[config.mk]
export PLATFORM = sky130hd
export DESIGN_NAME = vga_pattern_gen_flat
export DESIGN_NICKNAME = d
export VERILOG_FILES = /design/src/rtl/vga_pattern_gen_if.sv /design/src/rtl/vga_pattern_gen.sv /design/src/flat_wrapper.sv
export SDC_FILE = /design/constraint.sdc
export NUM_CORES = 1
export LEC_CHECK = 0
export ABC_CLOCK_PERIOD_IN_PS = 2900
export CAP_MARGIN = 10
export CORE_MARGIN = 2
export CORE_UTILIZATION = 52
export DETAILED_ROUTE_END_ITERATION = 7
export HOLD_SLACK_MARGIN = 0.06
export PLACE_DENSITY = 0.78
export RECOVER_POWER = 100
export SLEW_MARGIN = 20
export SYNTH_ARGS = -nofsm -noshare
export SYNTH_HDL_FRONTEND = slang
export SYNTH_SLANG_ARGS = --single-unit
[constraint.sdc]
create_clock -name clk -period 2.9 [get_ports clk]
set_input_delay 0.725 -clock clk [delete_from_list [all_inputs] [get_ports clk]]
set_output_delay 0.725 -clock clk [all_outputs]
set_load 0.01 [all_outputs]
[src/rtl/vga_pattern_gen_if.sv]
// Pixel-stream bundle between the VGA timing stage and the pattern generator.
// Latency: n/a (wires only). Backpressure: none; one pixel coordinate per clock.
// Ports: HPixel/VPixel/Vsync/mode_next toward the generator; R/G/B/mode/frame_cnt back.
interface vga_pattern_gen_if;
   logic [15:0] HPixel;
   logic [15:0] VPixel;
   logic        Vsync;
   logic        mode_next;
   logic [7:0]  R;
   logic [7:0]  G;
   logic [7:0]  B;
   logic [1:0]  mode;
   logic [15:0] frame_cnt;

   // master drives coordinates/sync/requests, slave (the generator) drives colour/status
   modport master (
      output HPixel, VPixel, Vsync, mode_next,
      input  R, G, B, mode, frame_cnt
   );
   modport slave (
      input  HPixel, VPixel, Vsync, mode_next,
      output R, G, B, mode, frame_cnt
   );
endinterface

[src/rtl/vga_pattern_gen.sv]
// Test-pattern generator: colour bars, checkerboard, gradient, bouncing box.
// Latency: 1 clk from HPixel/VPixel/mode to R/G/B. Backpressure: none, one pixel per clk.
// Ports: clk, rst (async active-high), bus = vga_pattern_gen_if.slave (pixel in, colour/mode/frame_cnt out).
module vga_pattern_gen #(
   parameter int H_ACTIVE         = 640,
   parameter int V_ACTIVE         = 480,
   parameter int BOX_SIZE         = 32,
   parameter int BOX_STEP         = 2,
   parameter int VSYNC_ACTIVE_LOW = 1
) (
   input  logic               clk,
   input  logic               rst,
   vga_pattern_gen_if.slave   bus
);

   localparam logic        VS_ACT = (VSYNC_ACTIVE_LOW != 0) ? 1'b0 : 1'b1;
   localparam logic [15:0] BAR_W  = 16'(H_ACTIVE / 8);
   localparam logic [16:0] BX_MAX = 17'(H_ACTIVE - BOX_SIZE);
   localparam logic [16:0] BY_MAX = 17'(V_ACTIVE - BOX_SIZE);
   localparam logic [16:0] STEP   = 17'(BOX_STEP);
   localparam logic [16:0] SIZE   = 17'(BOX_SIZE);

   logic        vs_r;
   logic        frame_start;
   logic        pending;
   logic [1:0]  mode_q;
   logic [15:0] frame_cnt_q;
   logic [15:0] bx, by;
   logic        dx_neg, dy_neg;
   logic [15:0] bx_nxt, by_nxt;
   logic        dx_neg_nxt, dy_neg_nxt;
   logic [7:0]  r_d, g_d, b_d;
   logic [7:0]  r_q, g_q, b_q;

   // Frame start is the cycle in which the incoming Vsync is active while the
   // registered copy is still inactive; state commits on that cycle's edge.
   assign frame_start = (vs_r != VS_ACT) && (bus.Vsync == VS_ACT);

   always_ff @(posedge clk or posedge rst) begin
      if (rst) begin
         vs_r        <= ~VS_ACT;
         pending     <= 1'b0;
         mode_q      <= 2'd0;
         frame_cnt_q <= 16'd0;
         bx          <= 16'd0;
         by          <= 16'd0;
         dx_neg      <= 1'b0;
         dy_neg      <= 1'b0;
      end else begin
         vs_r <= bus.Vsync;
         if (frame_start) begin
            frame_cnt_q <= frame_cnt_q + 16'd1;
            // a request arriving in the frame-start cycle itself is folded in here
            if (pending || bus.mode_next) begin
               mode_q <= mode_q + 2'd1;
            end
            pending <= 1'b0;
            bx      <= bx_nxt;
            by      <= by_nxt;
            dx_neg  <= dx_neg_nxt;
            dy_neg  <= dy_neg_nxt;
         end else if (bus.mode_next) begin
            pending <= 1'b1;
         end
      end
   end

   // Box motion. Reaching a bound (exactly or by overshoot) clamps there and
   // flips direction, so the box leaves the edge on the very next frame.
   always_comb begin
      bx_nxt     = bx;
      by_nxt     = by;
      dx_neg_nxt = dx_neg;
      dy_neg_nxt = dy_neg;
      if (!dx_neg) begin
         if (({1'b0, bx} + STEP) >= BX_MAX) begin
            bx_nxt     = BX_MAX[15:0];
            dx_neg_nxt = 1'b1;
         end else begin
            bx_nxt = bx + STEP[15:0];
         end
      end else begin
         if ({1'b0, bx} <= STEP) begin
            bx_nxt     = 16'd0;
            dx_neg_nxt = 1'b0;
         end else begin
            bx_nxt = bx - STEP[15:0];
         end
      end
      if (!dy_neg) begin
         if (({1'b0, by} + STEP) >= BY_MAX) begin
            by_nxt     = BY_MAX[15:0];
            dy_neg_nxt = 1'b1;
         end else begin
            by_nxt = by + STEP[15:0];
         end
      end else begin
         if ({1'b0, by} <= STEP) begin
            by_nxt     = 16'd0;
            dy_neg_nxt = 1'b0;
         end else begin
            by_nxt = by - STEP[15:0];
         end
      end
   end

   // Pixel colour from the current coordinates and the mode register as it
   // stands in the same cycle.
   logic [15:0] bar;
   logic        in_active;
   logic        in_box;

   assign bar       = bus.HPixel / BAR_W;
   assign in_active = (bus.HPixel < 16'(H_ACTIVE)) && (bus.VPixel < 16'(V_ACTIVE));
   assign in_box    = ({1'b0, bus.HPixel} >= {1'b0, bx}) && ({1'b0, bus.HPixel} < ({1'b0, bx} + SIZE)) &&
                      ({1'b0, bus.VPixel} >= {1'b0, by}) && ({1'b0, bus.VPixel} < ({1'b0, by} + SIZE));

   always_comb begin
      r_d = 8'd0;
      g_d = 8'd0;
      b_d = 8'd0;
      if (in_active) begin
         unique case (mode_q)
            2'd0: begin
               case (bar)
                  16'd0:   {r_d, g_d, b_d} = 24'hFFFFFF;
                  16'd1:   {r_d, g_d, b_d} = 24'hFFFF00;
                  16'd2:   {r_d, g_d, b_d} = 24'h00FFFF;
                  16'd3:   {r_d, g_d, b_d} = 24'h00FF00;
                  16'd4:   {r_d, g_d, b_d} = 24'hFF00FF;
                  16'd5:   {r_d, g_d, b_d} = 24'hFF0000;
                  16'd6:   {r_d, g_d, b_d} = 24'h0000FF;
                  default: {r_d, g_d, b_d} = 24'h000000;
               endcase
            end
            2'd1: begin
               if (bus.HPixel[5] ^ bus.VPixel[5]) begin
                  {r_d, g_d, b_d} = 24'hFFFFFF;
               end
            end
            2'd2: begin
               r_d = bus.HPixel[7:0];
               g_d = bus.VPixel[7:0];
               b_d = frame_cnt_q[7:0];
            end
            default: begin
               {r_d, g_d, b_d} = in_box ? 24'hFFFFFF : 24'h0000FF;
            end
         endcase
      end
   end

   always_ff @(posedge clk or posedge rst) begin
      if (rst) begin
         r_q <= 8'd0;
         g_q <= 8'd0;
         b_q <= 8'd0;
      end else begin
         r_q <= r_d;
         g_q <= g_d;
         b_q <= b_d;
      end
   end

   assign bus.R         = r_q;
   assign bus.G         = g_q;
   assign bus.B         = b_q;
   assign bus.mode      = mode_q;
   assign bus.frame_cnt = frame_cnt_q;

endmodule

[src/flat_wrapper.sv]
// flat-port wrapper written by rule: the top's interface ports become plain ports
module vga_pattern_gen_flat 
#(
   parameter int H_ACTIVE         = 640,
   parameter int V_ACTIVE         = 480,
   parameter int BOX_SIZE         = 32,
   parameter int BOX_STEP         = 2,
   parameter int VSYNC_ACTIVE_LOW = 1
)
  (clk, rst, bus_HPixel, bus_VPixel, bus_Vsync, bus_mode_next, bus_R, bus_G, bus_B, bus_mode, bus_frame_cnt);
  vga_pattern_gen_if bus_i ();
  input  logic clk;
  input  logic rst;
  input wire logic [$bits(bus_i.HPixel)-1:0] bus_HPixel;
  input wire logic [$bits(bus_i.VPixel)-1:0] bus_VPixel;
  input wire logic [$bits(bus_i.Vsync)-1:0] bus_Vsync;
  input wire logic [$bits(bus_i.mode_next)-1:0] bus_mode_next;
  output wire logic [$bits(bus_i.R)-1:0] bus_R;
  output wire logic [$bits(bus_i.G)-1:0] bus_G;
  output wire logic [$bits(bus_i.B)-1:0] bus_B;
  output wire logic [$bits(bus_i.mode)-1:0] bus_mode;
  output wire logic [$bits(bus_i.frame_cnt)-1:0] bus_frame_cnt;
  assign bus_i.HPixel = bus_HPixel;
  assign bus_i.VPixel = bus_VPixel;
  assign bus_i.Vsync = bus_Vsync;
  assign bus_i.mode_next = bus_mode_next;
  assign bus_R = bus_i.R;
  assign bus_G = bus_i.G;
  assign bus_B = bus_i.B;
  assign bus_mode = bus_i.mode;
  assign bus_frame_cnt = bus_i.frame_cnt;
  vga_pattern_gen #(.H_ACTIVE(H_ACTIVE), .V_ACTIVE(V_ACTIVE), .BOX_SIZE(BOX_SIZE), .BOX_STEP(BOX_STEP), .VSYNC_ACTIVE_LOW(VSYNC_ACTIVE_LOW)) u_core (.clk(clk), .rst(rst), .bus(bus_i));
endmodule
## Word-level counts from Yosys, hierarchy flattened

Index checks and enable logic that the tools add are counted.

- Word-level logic and storage cells: 80
- Bits of input ports: 36
- Register bits after elaboration: 78

- Eq/ne operators: 8
- Divide/modulo/power cells: 1
- Bitwise operators: 2
- Add/sub/neg operators: 10
- Mux-type cells: 25
- $lt $le $gt $ge: 10
- Reduce and logical (&&, ||, !) cells: 13

Operator list:

| operator | count |
|---|---|
| 16-bit 2-to-1 mux | 6 |
| 8-bit one-hot mux with 3 select lines | 3 |
| 8-bit 2-to-1 mux | 7 |
| 16-bit by 3-bit == test with 1-bit output (second input constant) | 3 |
| 16-bit by 2-bit adder with 17-bit output (second input constant) | 2 |
| 16-bit by 6-bit adder with 17-bit output (second input constant) | 2 |
| 16-bit by 17-bit less-than comparator with 1-bit output | 2 |
| 16-bit by 2-bit adder with 16-bit output (second input constant) | 2 |
| 16-bit by 2-bit == test with 1-bit output (second input constant) | 2 |
| 16-bit >= comparator | 2 |
| 16-bit by 2-bit <= comparator with 1-bit output (second input constant) | 2 |
| 16-bit by 2-bit subtractor with 16-bit output (second input constant) | 2 |
| 24-bit 2-to-1 mux | 1 |
| 17-bit by 10-bit >= comparator with 1-bit output (second input constant) | 1 |
| 17-bit by 9-bit >= comparator with 1-bit output (second input constant) | 1 |
| 16-bit by 1-bit adder with 16-bit output (second input constant) | 1 |
| 16-bit by 7-bit divider with 16-bit output (second input constant) | 1 |
| 16-bit by 1-bit == test with 1-bit output (second input constant) | 1 |
| 16-bit zero test | 1 |
| 16-bit by 10-bit less-than comparator with 1-bit output (second input constant) | 1 |
| 16-bit by 9-bit less-than comparator with 1-bit output (second input constant) | 1 |
| 4-bit OR reduction | 3 |
| 1-bit 2-to-1 mux | 8 |
| 1-bit logical AND | 5 |
| other kinds (9) | 9 |

## Logic depth before layout (Yosys ltp)

Gate-level depths: netlist of the first run.

- Word-level depth: 8
- Mapped depth: 15

## Worst setup path after synthesis of the first run

Ideal clock, no wire load.

- Kind: in2reg
- From: input bus_HPixel[14]
- To: register u_core.b_q[0], in the netlist u_core.bus.B[0]
- Arrival: 3.472 ns
- Path slack: -0.711 ns
- Stages on the path: 14
- Cells stage by stage: buf_4 > buf_2 > nor3b_1 > o21ai_0 > a31oi_1 > or2_1 > buf_2 > and4_1 > or4_4 > nor2_2 > mux2i_1 > xnor2_1 > o32ai_4 > a21oi_1

- Cells in the longest elaborated chain, start to end: 6

RTL lines:

| item | RTL line | text |
|---|---|---|
| from (decl) | flat_wrapper.sv:14 | `input wire logic [$bits(bus_i.HPixel)-1:0] bus_HPixel;` |
| 16-bit by 7-bit divider with 16-bit output | vga_pattern_gen.sv:113 | `assign bar = bus.HPixel / BAR_W;` |
| 16-bit by 2-bit == test with 1-bit output (tied with other cells) | vga_pattern_gen.sv:125 | `case (bar)` |
| 4-bit OR reduction (no source line) | - |  |
| 8-bit 2-to-1 mux | vga_pattern_gen.sv:125 |  |
| 8-bit one-hot mux with 3 select lines | vga_pattern_gen.sv:123 | `unique case (mode_q)` |
| 8-bit 2-to-1 mux (*) | vga_pattern_gen.sv:122 | `if (in_active) begin` |
| named net u_core.b_d[0] | vga_pattern_gen.sv:32 | `logic [7:0] r_d, g_d, b_d;` |
| to (signal assigned) | vga_pattern_gen.sv:157 | `b_q <= 8'd0;` |
| to (signal assigned) | vga_pattern_gen.sv:161 | `b_q <= b_d;` |
| to (decl) | vga_pattern_gen.sv:33 | `logic [7:0] r_q, g_q, b_q;` |

Mark *: on every way through the listed nets, which the timed path passes. The rest lies on a longest branch.
A chain may end at the register's enable or synchronous reset.

## Final worst setup path of the first run

- From: input bus_HPixel[15]
- To: register u_core.b_q[4], in the netlist u_core.bus.B[4]

The elaborated chain is that of the path after synthesis.

==> impl_metrics.yaml, run 1 <==
timing:
  worstMarginPinSlew_ns: 0.919
  rsz0062_at_grt: "yes"
  hold_ws_ns: 0.477
  tns_ns: -16.45
  max_freq_ghz: 0.267
  maxSlewViolCount: 0
  slew_headroom_pct: 38.7
  period_share_pct: 129
  finalSetupViolations: 25
  fin_crit_ns: 3.75
  hold_viol: 0
  worst_slack_ns: -0.851
  fin_worst_skew_ns: 0.00440
worst_setup_path:
  worstPathArrival_ns: 3.98
  endpoint_kind: "flip-flop"
  crit_path_max_fanout: 8
  critPathKind: "input port to flip-flop"
  critPathLaunchType: "input port"
  worstPathRequired_ns: 3.13
route:
  wirelength_um: 21300
  drc: 0
  dr.first_iter.drc_count: 628
  wl_per_cell_um: 17.5
  antenna_left: 0
  first_pass_iters: 5
  vias: 7267
  vias_per_cell: 5.99
run_status:
  outcome: "finished with violations"
  failed_checks: "negative setup slack"
yosys:
  syn-num-nets: 956
  syn_area_per_cell_um2: 8.03
  netlist_top_cells_count: "75 x dfrtp_1, 72 x a21oi_1, 71 x nand2_1"
  synthCells: 853
  synthesis.area_um2: 6850
  synthTopCellsByArea: "dfrtp_1 27%, ha_1 12%, xnor2_1 5.8%, a21oi_1 5.3%, o21ai_0 5.0%"
  ys_types: 82
  ys_ff_latch: 76
  yosysMostFrequentCell: "dfrtp_1"
  synth_top_area_share_pct: 27.4
  synth_edf_count: 0
  yosys_warnings: 0
  synth_ff_type: "dfrtp_1"
  ys_async_sr_fraction_pct: 100
  synth_top_area_cell: "dfrtp_1"
  seq_area_frac_synth_pct: 27.8
place:
  gp_congestion: 0.888
  dpl.hpwl_um: 15000
  port_buffers: 77
finish:
  nets: 1139
  area_growth_pct: 37.9
  diodes: 0
  drive_above_1_share_pct: 23.9
clock_tree:
  clock-sinks: 76
  htreeDepth: 3
  path_clk_slew_ns: 0.06
  cts_buffer_depth: 2
  clock_latency_ns: 0.35
  numCtsBuffers: 9
  cts_tree: "built"
  cts-root-buf: "clkbuf_16"
global_route:
  grt_pass1_vias: 6874
  grt_use_total_pct: 29.1
  antenna_found_initial: 0
  grt_max_degree: 38
  gr-total-overflow: 0
  grt_pass1_wl_um: 33600
floorplan:
  dieArea_um2: 14100
  initial_core_util_pct: 53.9
  core_um2: 12700
  io_pins: 78
  die_h_um: 119
  die_w_um: 119
  row_count: 41
worst_hold_path:
  hold_path.class: "flip-flop to flip-flop"
power_and_ir_drop:
  power.density_nw_per_um2: 621
  leakage_nw: 4.10
  power_mw: 5.87
  max-vdd-ir-drop_v: 0.000523
flow_run:
  maxCapViolations: 0
==> routing by layer <==
layer / track usage [%] / vias to the layer above / share of wire [%]
met5: 0 / - / 0
met4: 9.67 / 0 / 2.9
met3: 4.44 / 54 / 5.9
met2: 47.2 / 283 / 47
met1: 39.6 / 3421 / 44
li1: - / 3509 / -
==> registers in the layout (all words and copies together), names as in the netlist <==
name                  count
u_core.vs_r               1
u_core.bus.B              8
u_core.dy_neg             1
u_core.pending            1
u_core.bx                15
u_core.bus.mode           2
u_core.bus.G              8
u_core.bus.frame_cnt     16
u_core.by                15
u_core.dx_neg             1
u_core.bus.R              8
==> area by class of cell <==
cell class                      instances  area [um2]
Clock buffer                            9         225
Clock inverter                          7        75.1
Fill cell                             961        3280
Inverter                               54         203
Multi-Input combinational cell        668        4900
Sequential cell                        76        1900
Tap cell                              172         215
Timing Repair Buffer                  227        1930
==> logic make-up after synthesis <==
kind of cell               Yosys count  synth area share [%]
DFF                                 76                  27.8
AOI/OAI and AO/OA                  263                  25.2
buffers and inverters              109                  6.56
adders and majority gates           67                  12.2
muxes                                3                 0.457
and+or+nand+nor                    287                  21.6
xor gates and xnor gates            48                  6.14
==> critical path, stage by stage <==
cell,delay [ns]
buf_8,0.10
buf_8,0.12
buf_6,0.11
and3b_2,0.21
o211ai_1,0.28
nand3_1,0.18
a2111o_1,0.49
o221ai_2,0.24
o31a_1,0.29
buf_4,0.16
buf_4,0.10
o21ai_2,0.06
o31ai_4,0.28
a211oi_4,0.07
o32ai_4,0.31
buf_12,0.16
a21oi_1,0.08
==> metrics by stage <==
stage / worst slack [ns] / util, % / cells / instance area (um2)
finish: -0.851 / 74.3 / 1213 / 9450
global route: -0.965 / 74.3 / 1213 / 9450
CTS: -0.574 / 72.9 / 1203 / 9270
detailed placement: -1.41 / 67.6 / 1165 / 8600
global placement: -1.33 / 67.6 / 1165 / 8600
floorplan: -0.582 / - / 853 / 6970
==> cells in the final DEF (no fill, tap or decap), drive strengths merged, types with 20 or more instances in the layout <==
cell / Yosys / layout
dlygate4sd3: 0 / 44
dfrtp: 75 / 75
nor3: 20 / 20
inv: 54 / 56
clkdlybuf4s50: 0 / 27
nand2: 71 / 71
ha: 67 / 67
a21oi: 72 / 72
xnor2: 45 / 45
buf: 11 / 145
nor2: 58 / 58
o21ai: 71 / 71
nand3: 40 / 40
==> power by group <==
group	switching (mW)	leakage, nW	internal [mW]
Sequential	0.273	0.979	1.25
Clock	0.474	0.144	0.672
Combinational	1.80	2.98	1.40
Total	2.55	4.10	3.32
==> worst paths after layout <==
check | start | endpoint | slack [ns] | depth (start not counted)
worst max-delay path | bus_HPixel[15] | u_core.bus.B[4]$_DFF_PP0_ | -0.85 | 17
max in group asynchronous | rst | u_core.bx[15]$_DFFE_PP0P_ | 0.63 | 3
worst min-delay path | u_core.bus.frame_cnt[15]$_DFFE_PP0P_ | u_core.bus.frame_cnt[15]$_DFFE_PP0P_ | 0.48 | 1
worst min register to register | u_core.bus.frame_cnt[15]$_DFFE_PP0P_ | u_core.bus.frame_cnt[15]$_DFFE_PP0P_ | 0.48 | 1
worst max register to register | u_core.bx[9]$_DFFE_PP0P_ | u_core.bx[6]$_DFFE_PP0P_ | -0.04 | 9
min in group asynchronous | rst | u_core.bus.frame_cnt[5]$_DFFE_PP0P_ | 1.01 | 2
==> what timing repair did <==
action / in CTS / in global routing
setup buffers: 20 / 13
hold buffers: 0 / 0
pin swaps: 30 / 23
endpoints found under the setup margin: 24 / 26
gates resized for setup: 72 / 41
hold endpoints to repair: 0 / 0
gates cloned: 2 / 0
(Power assumes the default switching activity.)
==> run 2: changes to the inputs <==
--- a/config.mk
+++ b/config.mk
@@ -8,10 +8,9 @@
 export ABC_CLOCK_PERIOD_IN_PS = 2900
 export CAP_MARGIN = 10
 export CORE_MARGIN = 2
-export CORE_UTILIZATION = 52
+export CORE_UTILIZATION = 35
 export DETAILED_ROUTE_END_ITERATION = 7
 export HOLD_SLACK_MARGIN = 0.06
-export PLACE_DENSITY = 0.78
 export RECOVER_POWER = 100
 export SLEW_MARGIN = 20
 export SYNTH_ARGS = -nofsm -noshare
==> impl_metrics.yaml, run 2 (same netlist as run 1, synthesis figures left out) <==
floorplan:
  core_um2: 19300
  initial_core_util_pct: 35.4
  io_pins: 78
  die_h_um: 144
  dieArea_um2: 20700
  row_count: 51
  die_w_um: 144
finish:
  largest_reg_flops: 16
  area_growth_pct: 42.3
  final_cell_mix: "128 x buf_4, 75 x dfrtp_1, 69 x nand2_1"
  fillers: 1829
  fin_util_pct: 50.4
  diodes: 0
  nets: 1146
  drive_above_1_share_pct: 24.3
  layout.cells.non_filler: 1313
  mostFrequentLayoutCell: "buf_4"
power_and_ir_drop:
  power.density_nw_per_um2: 600
  max-vdd-ir-drop_v: 0.000327
  leakage_nw: 4.18
  power_mw: 5.85
flow_run:
  maxCapViolations: 0
timing:
  fin_worst_skew_ns: 0.0133
  max_freq_ghz: 0.285
  hold_viol: 0
  slew_headroom_pct: 20.9
  tns_ns: -9.37
  hold_ws_ns: 0.472
  worstMarginPinSlew_ns: 1.18
  finalSetupViolations: 24
  maxSlewViolCount: 0
  worst_slack_ns: -0.610
  fin_crit_ns: 3.51
  rsz0062_at_grt: "yes"
  period_share_pct: 121
route:
  first_pass_iters: 5
  vias_per_cell: 5.42
  drc: 0
  antenna_left: 0
  vias: 7122
  wl_per_cell_um: 16.1
  dr.first_iter.drc_count: 399
  wirelength_um: 21200
worst_setup_path:
  crit_top_cell: "buf_8"
  max_stage_delay_ns: 0.48
  slowest_stage: "or4_1"
  worstPathRequired_ns: 3.18
  crit_cells: 15
  endpoint_kind: "flip-flop"
  critical-path-top-delay-family: "compound AO/OA/AOI/OAI gates"
  cp_cell_sequence: "buf_8 > buf_8 > nor3b_4 > a221o_1 > buf_6 > o21a_4 > buf_4 > o22ai_1 > a22oi_1 > or4_1 > or2_1 > a2111oi_4 > o32ai_4 > buf_12 > a21oi_2"
  worstPathArrival_ns: 3.79
  critPathKind: "input port to flip-flop"
  crit_path_max_fanout: 8
  critPathLaunchType: "input port"
  reg2reg_depth: 10
  crit_buf_inv: 5
place:
  dpl.cell_count: 1268
  gp_congestion: 0.898
  port_buffers: 77
  dpl.hpwl_um: 15600
global_route:
  antenna_found_initial: 0
  grt_max_degree: 38
  gr-total-overflow: 0
  grt_pass1_vias: 6664
  grt_use_total_pct: 20.2
  grt_pass1_wl_um: 33800
clock_tree:
  cts-root-buf: "clkbuf_16"
  cts_tree: "built"
  numCtsBuffers: 9
  cts_buffer_depth: 2
  path_clk_slew_ns: 0.07
  clock-sinks: 76
  clock_latency_ns: 0.35
  htreeDepth: 3
worst_hold_path:
  min_path_cells: 1
  hold_path.class: "flip-flop to flip-flop"
run_status:
  failed_checks: "negative setup slack"
  outcome: "finished with violations"
## run 2: final timing paths
path | from | to | slack, ns
worst max-delay path | bus_HPixel[15] | u_core.bus.B[1]$_DFF_PP0_ | -0.61
worst min-delay path | u_core.bus.frame_cnt[15]$_DFFE_PP0P_ | u_core.bus.frame_cnt[15]$_DFFE_PP0P_ | 0.47
worst max register to register | u_core.bx[2]$_DFFE_PP0P_ | u_core.bx[6]$_DFFE_PP0P_ | 0.03
worst min register to register | u_core.bus.frame_cnt[15]$_DFFE_PP0P_ | u_core.bus.frame_cnt[15]$_DFFE_PP0P_ | 0.47
max in group asynchronous | rst | u_core.by[11]$_DFFE_PP0P_ | 0.39
min in group asynchronous | rst | u_core.bus.frame_cnt[11]$_DFFE_PP0P_ | 1.07
## run 2: repair_timing
item | 4_1_cts | 5_1_grt
hold buffers | 0 | 0
setup endpoints to repair | 24 | 24
gates cloned | 2 | 0
pin swaps | 26 | 17
setup buffers | 25 | 4
gates resized for setup | 93 | 35
## run 2: layout make-up
class                   count  area, um2  area share, %
repair buffers            234       2060           21.2
multi-input cells         668       4950           50.8
well taps                 265        332           3.40
inverters                  54        206           2.12
clock buffers               9        225           2.31
flip-flops and latches     76       1900           19.5
clock inverters             7       70.1          0.719
## run 2: stage by stage
step                      area (um2)  setup slack, ns
final                           9750           -0.610
after global routing            9750           -0.731
after CTS                       9620           -0.561
after floorplan                 6970           -0.582
after global placement          8830            -1.38
after detailed placement        8830            -1.43
## run 2: where the power goes
part / internal [mW] / switching, mW / leakage (nW)
Combinational: 1.45 / 1.75 / 3.06
Sequential: 1.25 / 0.301 / 0.979
Clock: 0.602 / 0.508 / 0.141
Total: 3.30 / 2.56 / 4.18
## run 2: worst register-to-register path, delay by kind of cell, from the launching register on
| kind | cells | cell delay (ns) |
|---|---|---|
| and+or+nand+nor | 2 | 0.43 |
| AOI/OAI and AO/OA | 5 | 1.18 |
| DFF | 1 | 0.42 |
| buffers and inverters | 3 | 0.71 |
## run 2: layer usage
layer  share of wire (%)  up-vias  track usage, %
met5                   0        -               0
met4                 1.4        0            4.95
met3                 4.0       20            2.57
met2                  47      190            32.2
met1                  48     3397            28.9
li1                    -     3515               -
